## config.mk

```make
export PLATFORM = sky130hd
export DESIGN_NAME = cache_refill
export DESIGN_NICKNAME = d
export VERILOG_FILES = /design/src/rtl/cache_pkg.sv /design/src/rtl/cache_line_buf.sv /design/src/rtl/cache_refill.sv
export SDC_FILE = /design/constraint.sdc
export NUM_CORES = 1
export LEC_CHECK = 0
export CORE_AREA = 3 3 483 485
export CTS_CLUSTER_DIAMETER = 150
export DETAILED_ROUTE_END_ITERATION = 16
export DIE_AREA = 0 0 486 488
export GPL_TIMING_DRIVEN = 0
export PLACE_DENSITY = 0.41
export SYNTH_ARGS = -nofsm -noshare
export SYNTH_HDL_FRONTEND = slang
export SYNTH_SLANG_ARGS = --single-unit
```

## constraint.sdc

```tcl
create_clock -name clock -period 26.5 [get_ports clock]
set_clock_uncertainty 0.15 [all_clocks]
set_input_delay 5.3 -clock clock [delete_from_list [all_inputs] [get_ports clock]]
set_output_delay 5.3 -clock clock [all_outputs]
set_load 0.01 [all_outputs]
```

## src/rtl/cache_pkg.sv

```systemverilog
// Shared types and geometry helpers for the cache refill engine.
package cache_pkg;

  typedef enum logic [1:0] {
    IDLE   = 2'd0,
    WB     = 2'd1,
    FILL   = 2'd2,
    COMMIT = 2'd3
  } refill_state_e;

  localparam int unsigned DEF_XLEN      = 32;
  localparam int unsigned DEF_LINE_SIZE = 64;

  // Number of bus beats needed to move one line.
  function automatic int unsigned beats(input int unsigned xlen, input int unsigned line_size);
    return line_size / (xlen / 8);
  endfunction

  // Beat index width; clamped to 1 so single-beat lines still get a valid vector.
  function automatic int unsigned beat_w(input int unsigned xlen, input int unsigned line_size);
    int unsigned n;
    n = beats(xlen, line_size);
    return (n > 1) ? $clog2(n) : 1;
  endfunction

  // Byte-offset width within a line.
  function automatic int unsigned line_off_w(input int unsigned line_size);
    return $clog2(line_size);
  endfunction

endpackage

```

## src/rtl/cache_line_buf.sv

```systemverilog
// Line register with whole-line load and beat-indexed slice write/read.
module cache_line_buf
  import cache_pkg::*;
#(
  parameter int unsigned XLEN      = DEF_XLEN,
  parameter int unsigned LINE_SIZE = DEF_LINE_SIZE
) (
  input  logic                                   clock,
  input  logic                                   reset,
  input  logic                                   i_load,
  input  logic [8*LINE_SIZE-1:0]                 i_load_line,
  input  logic                                   i_wr,
  input  logic [beat_w(XLEN, LINE_SIZE)-1:0]     i_wr_idx,
  input  logic [XLEN-1:0]                        i_wr_data,
  input  logic [beat_w(XLEN, LINE_SIZE)-1:0]     i_rd_idx,
  output logic [XLEN-1:0]                        o_rd_data,
  output logic [8*LINE_SIZE-1:0]                 o_line
);

  logic [8*LINE_SIZE-1:0] r_line;

  // Load takes priority; it only happens on request acceptance when no beat write can occur.
  always_ff @(posedge clock or posedge reset) begin
    if (reset) begin
      r_line <= '0;
    end else if (i_load) begin
      r_line <= i_load_line;
    end else if (i_wr) begin
      r_line[i_wr_idx*XLEN +: XLEN] <= i_wr_data;
    end
  end

  assign o_rd_data = r_line[i_rd_idx*XLEN +: XLEN];
  assign o_line    = r_line;

endmodule

```

## src/rtl/cache_refill.sv

```systemverilog
// Cache line refill / write-back engine.
// Optional feature macro: CACHE_REFILL_CRITICAL_FIRST_EN (fill starts at the missed beat and wraps).
module cache_refill
  import cache_pkg::*;
#(
  parameter int unsigned XLEN      = DEF_XLEN,
  parameter int unsigned LINE_SIZE = DEF_LINE_SIZE
) (
  input  logic                   clock,
  input  logic                   reset,
  input  logic                   req_valid,
  input  logic [XLEN-1:0]        req_addr,
  output logic                   req_ready,
  input  logic                   wb_valid,
  input  logic [XLEN-1:0]        wb_addr,
  input  logic [8*LINE_SIZE-1:0] wb_line,
  output logic [XLEN-1:0]        mem_addr,
  output logic                   mem_read,
  output logic                   mem_write,
  output logic [XLEN-1:0]        mem_wdata,
  input  logic [XLEN-1:0]        mem_rdata,
  input  logic                   mem_ack,
  output logic                   fill_en,
  output logic [XLEN-1:0]        fill_addr,
  output logic [8*LINE_SIZE-1:0] fill_line,
  output logic                   done
);

  localparam int unsigned BEATS  = beats(XLEN, LINE_SIZE);
  localparam int unsigned BEAT_W = beat_w(XLEN, LINE_SIZE);
  localparam int unsigned OFF_W  = line_off_w(LINE_SIZE);
  localparam int unsigned BYTE_W = $clog2(XLEN / 8);

  refill_state_e     r_state;
  logic [BEAT_W-1:0] r_beat;     // beat currently on the bus
  logic [BEAT_W-1:0] r_cnt;      // acks taken in the current phase
  logic [BEAT_W-1:0] r_start;    // first fill beat
  logic [XLEN-1:0]   r_req_line;
  logic [XLEN-1:0]   r_wb_line_addr;
  logic              r_req_ready;
  logic              r_mem_read;
  logic              r_mem_write;
  logic              r_fill_en;
  logic              r_done;

  logic              w_accept;
  logic              w_last;
  logic [BEAT_W-1:0] w_start;
  logic [XLEN-1:0]   w_beat_off;
  logic [XLEN-1:0]   w_rd_data;
  logic              w_unused_addr;

  assign w_accept   = (r_state == IDLE) && req_valid;
  assign w_last     = (r_cnt == BEAT_W'(BEATS - 1));
  assign w_beat_off = XLEN'(r_beat) << BYTE_W;

`ifdef CACHE_REFILL_CRITICAL_FIRST_EN
  assign w_start = req_addr[BYTE_W +: BEAT_W];
`else
  assign w_start = '0;
`endif

  // Line offset bits only matter for the critical-first start beat.
  assign w_unused_addr = ^{req_addr[OFF_W-1:0], wb_addr[OFF_W-1:0]};

  // Refill sequencer: state, beat counters, latched addresses and registered control outputs.
  always_ff @(posedge clock or posedge reset) begin
    if (reset) begin
      r_state        <= IDLE;
      r_beat         <= '0;
      r_cnt          <= '0;
      r_start        <= '0;
      r_req_line     <= '0;
      r_wb_line_addr <= '0;
      r_req_ready    <= 1'b1;
      r_mem_read     <= 1'b0;
      r_mem_write    <= 1'b0;
      r_fill_en      <= 1'b0;
      r_done         <= 1'b0;
    end else begin
      case (r_state)
        IDLE: begin
          if (req_valid) begin
            r_req_line     <= {req_addr[XLEN-1:OFF_W], {OFF_W{1'b0}}};
            r_wb_line_addr <= {wb_addr[XLEN-1:OFF_W], {OFF_W{1'b0}}};
            r_start        <= w_start;
            r_cnt          <= '0;
            r_req_ready    <= 1'b0;
            if (wb_valid) begin
              r_state     <= WB;
              r_beat      <= '0;
              r_mem_write <= 1'b1;
            end else begin
              r_state     <= FILL;
              r_beat      <= w_start;
              r_mem_read  <= 1'b1;
            end
          end
        end
        WB: begin
          if (mem_ack) begin
            if (w_last) begin
              r_state     <= FILL;
              r_beat      <= r_start;
              r_cnt       <= '0;
              r_mem_write <= 1'b0;
              r_mem_read  <= 1'b1;
            end else begin
              r_beat <= r_beat + BEAT_W'(1);
              r_cnt  <= r_cnt + BEAT_W'(1);
            end
          end
        end
        FILL: begin
          if (mem_ack) begin
            if (w_last) begin
              r_state    <= COMMIT;
              r_beat     <= '0;
              r_cnt      <= '0;
              r_mem_read <= 1'b0;
              r_fill_en  <= 1'b1;
              r_done     <= 1'b1;
            end else begin
              // Natural wrap of the index gives modulo-BEATS order for critical-first.
              r_beat <= r_beat + BEAT_W'(1);
              r_cnt  <= r_cnt + BEAT_W'(1);
            end
          end
        end
        COMMIT: begin
          r_state     <= IDLE;
          r_fill_en   <= 1'b0;
          r_done      <= 1'b0;
          r_req_ready <= 1'b1;
        end
        default: begin
          r_state     <= IDLE;
          r_req_ready <= 1'b1;
          r_mem_read  <= 1'b0;
          r_mem_write <= 1'b0;
          r_fill_en   <= 1'b0;
          r_done      <= 1'b0;
        end
      endcase
    end
  end

  // The buffer holds the victim during WB, then each fill beat overwrites its slice.
  cache_line_buf #(
    .XLEN      (XLEN),
    .LINE_SIZE (LINE_SIZE)
  ) u_line_buf (
    .clock       (clock),
    .reset       (reset),
    .i_load      (w_accept),
    .i_load_line (wb_line),
    .i_wr        ((r_state == FILL) && mem_ack),
    .i_wr_idx    (r_beat),
    .i_wr_data   (mem_rdata),
    .i_rd_idx    (r_beat),
    .o_rd_data   (w_rd_data),
    .o_line      (fill_line)
  );

  // Bus address/data are decoded from registered state only; zero when no beat is active.
  always_comb begin
    mem_addr  = '0;
    mem_wdata = '0;
    if (r_mem_write) begin
      mem_addr  = r_wb_line_addr + w_beat_off;
      mem_wdata = w_rd_data;
    end else if (r_mem_read) begin
      mem_addr  = r_req_line + w_beat_off;
    end
  end

  assign req_ready = r_req_ready;
  assign mem_read  = r_mem_read;
  assign mem_write = r_mem_write;
  assign fill_en   = r_fill_en;
  assign done      = r_done;
  assign fill_addr = r_req_line;

endmodule

```

==> run_results.csv, run 1 <==
group,metric,value,unit
pwr,p_leak,20.43,nW
cts,hold_buffers,0,
placement,dp_hpwl,257.3,mm
global_route,grt_pass1_vias,33650,
cts,cts_buffers,82,
synthesis,syn_area_per_cell,11.07,sq um
placement,port_buffers,1204,
sta,rsz0062_at_grt,"no",
global_route,grt_max_degree,110,
floorplanning,core_area,229700,sq um
pwr,clkPwrFrac,0.185,
global_route,antenna_found_initial,123,
critical_path,critPathTopFamily,"buffers and inverters",
sta,hold_violations,0,
synthesis,synth-edff-count,0,
drt,routed_wl,310.4,mm
critical_path,slowest_delay,1.00,ns
critical_path,critPathBufInv,4,
floorplanning,dieArea,237200,sq um
critical_path,critPathMaxFanout,10,
synthesis,yosys.area.top_type_share,0.4844,
drt,drtAntennaViolNets,0,
sta,setup_viol,0,
floorplanning,fp.dieW,486,microns
drt,avgViaCountPerCell,4.690,
pwr,p_per_area,136.0,nW/um^2
drt,drt_iter0_markers,3561,
sta,worst_pin_slew,1.543,ns
run_status,status,"complete, but fails checks",
critical_path,start_kind,"flip-flop",
pwr,power,0.006698,W
pwr,p_seq_frac,0.289,
critical_path,path_cells,"buf_2, clkbuf_1, buf_2, mux4_2, a22oi_1, nand2_1, clkdlybuf4s50_1",
drt,wl_per_cell,43.42,microns
global_route,overflow,0,
critical_path,worst_setup_path_end_kind,"primary output",
cts,tritoncts,"built",
cts,clk_root_buffer_cell,"clkbuf_16",
synthesis,ys.flop_type,"dfrtp_1",
synthesis,synth.cell_area,29810,sq um
global_route,grt_pass1_wl,386.9,mm
floorplanning,start_util,0.1298,
pwr,ir_drop,60.80,uV
synthesis,synthCells,2693,
sta,period_minus_slack,11.05,ns
pwr,power.internal,0.003611,W
sta,hold_slack,0.3309,ns
job,maxCapViolCount,3,
placement,gp_congestion,0.9083,
synthesis,yosys-top-cells-area,"dfrtp_1 48%, a221o_1 12%, mux4_2 9.7%, and3_1 7.6%, nand2_1 4.7%",
cells_and_area,layout-drive-gt1-share,0.1026,
cells_and_area,fillers,25020,
pwr,p_switching,0.003087,W
sta,max_freq,90.53,MHz
cts,cts.clk_slew.worst_paths,0.06,ns
cts,clock-sinks,578,
critical_path,crit_slowest_cell,"clkbuf_1",
floorplanning,rows,176,
synthesis,synth_seq_cells,578,
critical_path,cp.arrival,5.60,ns
sta,relSlewSlack,-0.02850,
cts,worstSkewPairLatency,0.71,ns
sta,slew_violations,17,
floorplanning,dieHeight,488,microns
drt,vias,33530,
cts,cts_resized,0,
min_path,min_path_cells,2,
pwr,switching_share,0.4609,
drt,drc_errors,0,
critical_path,crit_type,"flip-flop to primary output",
critical_path,r2r_cells,11,
global_route,grt_usage,0.2519,
cts,post_cts_buffers,0,
cts,cts_max_path_buffers,3,
cells_and_area,area_delta_synth_final,65.18,%
synthesis,ys.warnings.count,0,
synthesis,yosys.area.top_type,"dfrtp_1",
min_path,hold_class,"flip-flop to flip-flop",
floorplanning,ioPinCount,1226,
synthesis,synthArstFlopShare,1.000,
run_status,violations,"capacitance limit, slew limit",
cells_and_area,fin_nets,4632,
critical_path,crit_required,21.05,ns
synthesis,synth_cell_type_count,59,
cts,cts_htree_levels,3,
pwr,pwr-share-comb,0.526,
critical_path,critPathMostFrequentCell,"buf_2",
drt,first_pass_iters,6,
critical_path,crit_cells,7,
synthesis,synth_seq_area_share,0.4852,
sta,period_share,0.4169,
==> worst min-delay path, stage by stage, from the launching register on <==
cell,delay [ns]
dfrtp_1,0.35
nand2_1,0.05
nand2_1,0.05
==> flip-flops by register name, indices dropped and copies added (netlist names) <==
| register | cells |
|---|---|
| done | 1 |
| req_ready | 1 |
| r_beat | 4 |
| mem_read | 1 |
| r_state | 2 |
| mem_write | 1 |
| u_line_buf.o_line | 512 |
| r_cnt | 4 |
| r_wb_line_addr | 26 |
| fill_addr | 26 |
==> worst paths after layout <==
| check | startpoint | endpoint | slack, ns |
|---|---|---|---|
| setup / recovery | r_beat[0]$_DFFE_PP0P_ | mem_wdata[17] | 15.45 |
| hold / removal | r_wb_line_addr[16]$_DFFE_PP0P_ | r_wb_line_addr[16]$_DFFE_PP0P_ | 0.33 |
| setup reg to reg | r_beat[1]$_DFFE_PP0P_ | u_line_buf.o_line[400]$_DFFE_PP0P_ | 19.32 |
| hold reg to reg | r_wb_line_addr[16]$_DFFE_PP0P_ | r_wb_line_addr[16]$_DFFE_PP0P_ | 0.33 |
| max in group asynchronous | reset | u_line_buf.o_line[196]$_DFFE_PP0P_ | 19.39 |
| min in group asynchronous | reset | u_line_buf.o_line[292]$_DFFE_PP0P_ | 4.98 |
==> power by group through the flow <==
stage	sequential, W	clock, W	combinational [W]
floorplan	0.00177	0	0.00119
global placement	0.00193	0	0.00354
detailed placement	0.00194	0	0.00356
CTS	0.00193	0.00127	0.00357
global route	0.00196	0.00130	0.00367
finish	0.00194	0.00124	0.00352
==> layer usage <==
metal | vias to the layer above | wire length [microns] | part of all wire | track usage
met5 | - | 305 | 0.00098 | 0
met4 | 50 | 15270 | 0.049 | 0.1134
met3 | 475 | 25900 | 0.083 | 0.07402
met2 | 2302 | 151200 | 0.49 | 0.4320
met1 | 17440 | 117700 | 0.38 | 0.2886
li1 | 13260 | - | - | -
==> metrics by stage <==
stage	worst slack, ns	util	std cells	area (sq um)	TNS [ns]
final	15.45	0.2144	7149	49240	0
after global routing	15.14	0.2141	7124	49180	0
after CTS	15.12	0.2138	7100	49110	0
after detailed placement	15.95	0.2012	6953	46210	0
after global placement	-5.924	0.1989	6930	45670	-3243.08
after floorplan	4.881	-	2700	29840	0
==> layout by cell type, fill, tap and decap left out, drive strengths merged, types with 35 or more instances in the layout <==
master,n
a221o,372
a22oi,123
a31oi,61
and3,361
buf,98
clkbuf,369
clkdlybuf4s50,1204
dfrtp,577
diode,49
mux4,128
nand2,377
nand3,64
nor2,35
nor3,66
==> kinds of logic (layout without fill, tap and decap cells) <==
logic type / after synthesis / after routing / synth area share
buf+inv: 340 / 1714 / 0.04835
flops: 578 / 578 / 0.4852
compound gates: 663 / 663 / 0.1945
other cells: 1 / 57 / 0.0001258
mux: 159 / 159 / 0.1072
simple gates: 941 / 941 / 0.1601
xor+xnor: 3 / 3 / 0.001134
fa+ha+maj: 8 / 8 / 0.003358
==> cell type report <==
cell class	instances	area [sq um]	area share
timing repair buffer	1227	12450	0.2529
multi-input combinational	1782	14020	0.2847
clock inverter	33	525.5	0.01067
sequential	578	14470	0.2938
tap	3026	3786	0.07689
clock buffer	114	2375	0.04823
antenna	49	122.6	0.002490
inverter	10	45.04	0.0009148
buffer	330	1446	0.02938
==> synth_stat cells, types with 3 or more instances <==
library cell,instances
nor3_2,3
and4_1,3
buf_6,9
buf_4,10
a22oi_1,123
nand3_1,64
o21ai_0,18
a31oi_1,61
buf_1,8
inv_1,9
ha_1,8
clkbuf_1,255
mux4_2,128
a22o_1,30
mux2i_1,29
dfrtp_1,577
nand3b_1,3
a32oi_1,12
nand2b_1,6
nor2_1,35
buf_2,48
nor3_1,61
nor2b_1,4
nor3b_1,4
a21oi_1,32
and2_1,4
and3_1,361
a221o_1,372
nand2_1,377
Note: power is estimated with default switching activity, not from simulation.
==> run 2: changes to the inputs <==
- PLACE_DENSITY: 0.41 -> 0.42
- clock period: 26.5 -> 9.5 ns (I/O delays scaled with it)
==> run_results.csv, run 2 (same netlist as run 1, synthesis figures left out) <==
group,metric,value,unit
run_status,status,"complete, but fails checks",
run_status,violations,"capacitance limit, slew limit",
placement,port_buffers,1204,
critical_path,worst_setup_path_end_kind,"primary output",
global_route,antenna_found_initial,118,
sta,max_freq,129.5,MHz
drt,drtAntennaViolNets,0,
sta,rsz0062_at_grt,"no",
floorplanning,ioPinCount,1226,
sta,relSlewSlack,-0.01773,
pwr,ir_drop,157.8,uV
critical_path,r2r_cells,10,
cts,tritoncts,"built",
cts,cts_htree_levels,3,
drt,avgViaCountPerCell,4.681,
sta,hold_violations,0,
critical_path,crit_type,"flip-flop to primary output",
cts,cts.clk_slew.worst_paths,0.06,ns
sta,period_minus_slack,7.722,ns
pwr,p_leak,20.44,nW
cts,cts_resized,0,
global_route,overflow,0,
sta,worst_pin_slew,1.527,ns
min_path,hold_class,"flip-flop to flip-flop",
drt,wl_per_cell,43.42,microns
floorplanning,dieArea,237200,sq um
critical_path,crit_required,7.45,ns
cts,cts_buffers,83,
drt,routed_wl,311.4,mm
cells_and_area,finalCoreUtilization,0.2148,
floorplanning,rows,176,
floorplanning,core_area,229700,sq um
job,maxCapViolCount,4,
critical_path,critPathMostFrequentCell,"buf_2",
drt,drc_errors,0,
cells_and_area,layout-drive-gt1-share,0.1031,
cells_and_area,largest_register_ffs,512,
cells_and_area,stdcell_count,7171,
cts,clk_root_buffer_cell,"clkbuf_16",
cts,cts_max_path_buffers,3,
drt,vias,33570,
cts,hold_buffers,0,
cells_and_area,layout_commonest_cell,"clkdlybuf4s50_1",
critical_path,cp.arrival,5.67,ns
drt,drt_iter0_markers,3271,
floorplanning,dieHeight,488,microns
sta,period_share,0.8129,
min_path,min_path_cells,2,
cts,post_cts_buffers,0,
pwr,p_per_area,375.7,nW/um^2
floorplanning,start_util,0.1298,
cells_and_area,area_delta_synth_final,65.54,%
cts,clock-sinks,578,
floorplanning,fp.dieW,486,microns
sta,slew_violations,27,
global_route,grt_pass1_wl,388.2,mm
global_route,grt_usage,0.2532,
critical_path,critPathMaxFanout,10,
critical_path,crit_slowest_cell,"buf_2",
drt,first_pass_iters,5,
global_route,grt_max_degree,39,
critical_path,path_cells,"buf_2, clkbuf_1, buf_2, mux4_2, a22oi_1, o21ai_0, clkdlybuf4s50_1",
global_route,grt_pass1_vias,33790,
placement,gp_congestion,0.9040,
critical_path,start_kind,"flip-flop",
placement,placed_cells,6968,
critical_path,slowest_delay,0.90,ns
cells_and_area,fin_nets,4649,
cts,worstSkewPairLatency,0.73,ns
placement,dp_hpwl,261.2,mm
cells_and_area,layout_common_cells,"1,204 x clkdlybuf4s50_1, 577 x dfrtp_1, 377 x nand2_1, 372 x a221o_1, 361 x and3_1",
sta,setup_viol,0,
## run 2: changes by cell type in the layout (fill, tap and decap cells not counted), moves of 2 or more
| cell | before | now |
|---|---|---|
| a31oi_2 | 3 | 5 |
| buf_12 | 3 | 20 |
| buf_16 | 7 | 3 |
| buf_4 | 13 | 15 |
| buf_8 | 4 | 6 |
| bufinv_16 | 12 | 6 |
| clkbuf_1 | 239 | 256 |
| clkbuf_2 | 30 | 23 |
| clkbuf_8 | 16 | 14 |
| clkinv_4 | 3 | 1 |
| clkinv_8 | 1 | 4 |
| clkinvlp_4 | 3 | 5 |
| diode_2 | 49 | 52 |
## run 2: worst paths after layout
check	to	slack (ns)	start
setup / recovery	mem_wdata[19]	1.78	r_beat[0]$_DFFE_PP0P_
hold / removal	r_wb_line_addr[28]$_DFFE_PP0P_	0.33	r_wb_line_addr[28]$_DFFE_PP0P_
setup reg to reg	u_line_buf.o_line[368]$_DFFE_PP0P_	2.06	r_beat[1]$_DFFE_PP0P_
hold reg to reg	r_wb_line_addr[28]$_DFFE_PP0P_	0.33	r_wb_line_addr[28]$_DFFE_PP0P_
max in group asynchronous	r_wb_line_addr[29]$_DFFE_PP0P_	5.63	reset
min in group asynchronous	u_line_buf.o_line[394]$_DFFE_PP0P_	1.53	reset
## run 2: power by group
group | internal (W) | switching [W] | leakage [nW]
sequential | 0.00363 | 0.00176 | 7.13
clock | 0.00190 | 0.00141 | 1.33
combinational | 0.00438 | 0.00546 | 12.0
## run 2: cell type report
class	count	area (sq um)
Clock buffer	121	2360
Fill cell	25030	180300
Tap cell	3026	3786
Inverter	10	41.29
Buffer	330	1438
Multi-Input combinational cell	1782	14010
Sequential cell	578	14470
Antenna cell	52	130.1
Clock inverter	29	394.1
Timing Repair Buffer	1243	12720
## run 2: worst max-delay path, delay by kind of cell (launching register included)
family	cells	cell delay, ns
buf+inv	4	2.65
compound gates	2	1.16
mux	1	0.66
flops	1	0.42
## run 2: per-stage QoR
stage	area, sq um	setup TNS (ns)	total power (W)	hold slack, ns	setup WS, ns
after global placement	45680	-3454.73	0.01527	0.3111	-6.266
after global routing	49260	0	0.01920	0.3563	1.378
after floorplan	29840	-245.04	0.008270	0.2969	-0.4247
after detailed placement	46450	0	0.01536	0.3189	1.961
after CTS	49200	0	0.01875	0.3322	1.460
final	49350	0	0.01854	0.3320	1.778
## run 2: metal layers
| layer | up-vias | GRT usage | wire length, microns |
|---|---|---|---|
| met2 | 2160 | 0.4346 | 151600 |
| met1 | 17560 | 0.2884 | 117200 |
| met4 | 56 | 0.1115 | 15290 |
| li1 | 13290 | - | - |
| met3 | 514 | 0.07819 | 26880 |
| met5 | - | 0 | 394 |
==> run 3: changes to the inputs <==
- PLACE_DENSITY: 0.42 -> 0.41
- clock period: 9.5 -> 7.3 ns (I/O delays scaled with it)
==> run_results.csv, run 3 (same netlist as run 1, synthesis figures left out) <==
group,metric,value,unit
critical_path,cp.arrival,5.37,ns
drt,wl_per_cell,43.34,microns
run_status,violations,"capacitance limit, slew limit",
drt,avgViaCountPerCell,4.693,
cells_and_area,layout-drive-gt1-share,0.1044,
floorplanning,dieHeight,488,microns
cts,clk_root_buffer_cell,"clkbuf_16",
global_route,grt_usage,0.2523,
sta,rsz0062_at_grt,"no",
run_status,status,"complete, but fails checks",
cells_and_area,area_delta_synth_final,65.40,%
cells_and_area,fillers,24960,
critical_path,worst_setup_path_end_kind,"primary output",
cts,clock-sinks,578,
drt,vias,33640,
cts,worstSkewPairLatency,0.73,ns
cts,cts_htree_levels,3,
cells_and_area,fin_nets,4640,
global_route,antenna_found_initial,134,
cells_and_area,layout_commonest_cell,"clkdlybuf4s50_1",
job,maxCapViolCount,3,
min_path,hold_class,"flip-flop to flip-flop",
floorplanning,fp.dieW,486,microns
sta,max_freq,143.3,MHz
sta,slew_violations,32,
cells_and_area,multi_input_area,14010,sq um
global_route,overflow,0,
critical_path,critPathMaxFanout,10,
pwr,p_leak,20.45,nW
floorplanning,core_area,229700,sq um
cells_and_area,ff_latch_area,14470,sq um
placement,port_buffers,1204,
sta,hold_violations,0,
sta,relSlewSlack,-0.05416,
pwr,power,0.02418,W
sta,setup_tns,0,ns
floorplanning,start_util,0.1298,
cts,tritoncts,"built",
drt,drtAntennaViolNets,0,
cts,cts_max_path_buffers,3,
drt,drc_errors,0,
pwr,p_per_area,490.4,nW/um^2
drt,drt_iter0_markers,3851,
placement,gp_congestion,0.9016,
critical_path,start_kind,"flip-flop",
critical_path,r2r_cells,11,
global_route,grt_pass1_vias,33180,
drt,first_pass_iters,6,
critical_path,crit_required,5.69,ns
placement,dp_hpwl,259.2,mm
floorplanning,ioPinCount,1226,
cts,hold_buffers,0,
placement,placed_cells,6961,
floorplanning,dieArea,237200,sq um
cells_and_area,largest_register_ffs,512,
sta,worst_pin_slew,1.581,ns
sta,fin_ws,0.3197,ns
pwr,ir_drop,163.1,uV
drt,routed_wl,310.6,mm
critical_path,crit_type,"flip-flop to primary output",
sta,period_minus_slack,6.980,ns
floorplanning,rows,176,
cells_and_area,layout_common_cells,"1,204 x clkdlybuf4s50_1, 577 x dfrtp_1, 377 x nand2_1, 372 x a221o_1, 361 x and3_1",
cts,cts_buffers,82,
sta,setup_viol,0,
cts,post_cts_buffers,0,
placement,dp_slack,0.1373,ns
min_path,min_path_cells,2,
global_route,grt_pass1_wl,386.2,mm
cts,cts.clk_slew.worst_paths,0.06,ns
global_route,grt_max_degree,39,
sta,period_share,0.9562,
cells_and_area,stdcell_count,7167,
-- run 3: changes by cell type in the layout (fill, tap and decap cells not counted), sizes merged --
cell,before,now
diode,52,59
clkbuf,376,379
clkinvlp,5,4
buf,114,106
bufinv,6,7
clkinv,15,9
-- run 3: critical path: stages (launching register included) --
cell and delay [ns]:
dfrtp_1 0.44, buf_2 0.31, clkbuf_2 0.58, buf_2 0.84, mux4_2 0.67, a22oi_1 0.81
o21ai_0 0.34, clkdlybuf4s50_1 0.58
-- run 3: per-layer routing --
layer  track usage  part of all wire  up-vias  wire, microns
li1              -                 -    13310              -
met1        0.2918              0.38    17490         118700
met2        0.4348              0.49     2335         151600
met3       0.07916             0.088      449          27220
met4       0.09325             0.041       50          12780
met5             0            0.0011        -            327
-- run 3: path summary, 6_finish.rpt --
check                                               start  slack (ns)                                  to
max                                 r_beat[0]$_DFFE_PP0P_        0.32                        mem_wdata[6]
min                        r_wb_line_addr[11]$_DFFE_PP0P_        0.33      r_wb_line_addr[11]$_DFFE_PP0P_
max reg2reg                         r_beat[1]$_DFFE_PP0P_        0.62  u_line_buf.o_line[146]$_DFFE_PP0P_
min reg2reg                r_wb_line_addr[11]$_DFFE_PP0P_        0.33      r_wb_line_addr[11]$_DFFE_PP0P_
max in group asynchronous                           reset        3.80  u_line_buf.o_line[212]$_DFFE_PP0P_
min in group asynchronous                           reset        0.99  u_line_buf.o_line[289]$_DFFE_PP0P_
-- run 3: cell type report --
cell class              instances  share of cell area
flip-flops and latches        578              0.2934
clock inverters                23            0.007182
clock buffers                 124             0.04971
repair buffers               1236              0.2557
plain buffers                 329             0.02934
inverters                      10           0.0008374
well taps                    3026             0.07679
multi-input cells            1782              0.2841
diodes                         59            0.002994
-- run 3: where the power goes --
part           switching, W  internal (W)  leakage [nW]  total (W)
clock               0.00179       0.00257          1.37    0.00436
sequential          0.00232       0.00472          7.13    0.00705
combinational       0.00708       0.00569          12.0     0.0128
-- run 3: timing repair --
item                       4_1_cts  5_1_grt
setup endpoints to repair       10        2
gates resized for setup          4        0
cloned                           0        0
-- run 3: per-stage QoR --
stage                     utilization  area, sq um  hold slack [ns]
after global routing           0.2143        49220           0.3562
after CTS                      0.2140        49150           0.3333
after global placement         0.1989        45680           0.3150
final                          0.2147        49300           0.3297
after floorplan                     -        29840           0.2969
after detailed placement       0.2018        46340           0.3189
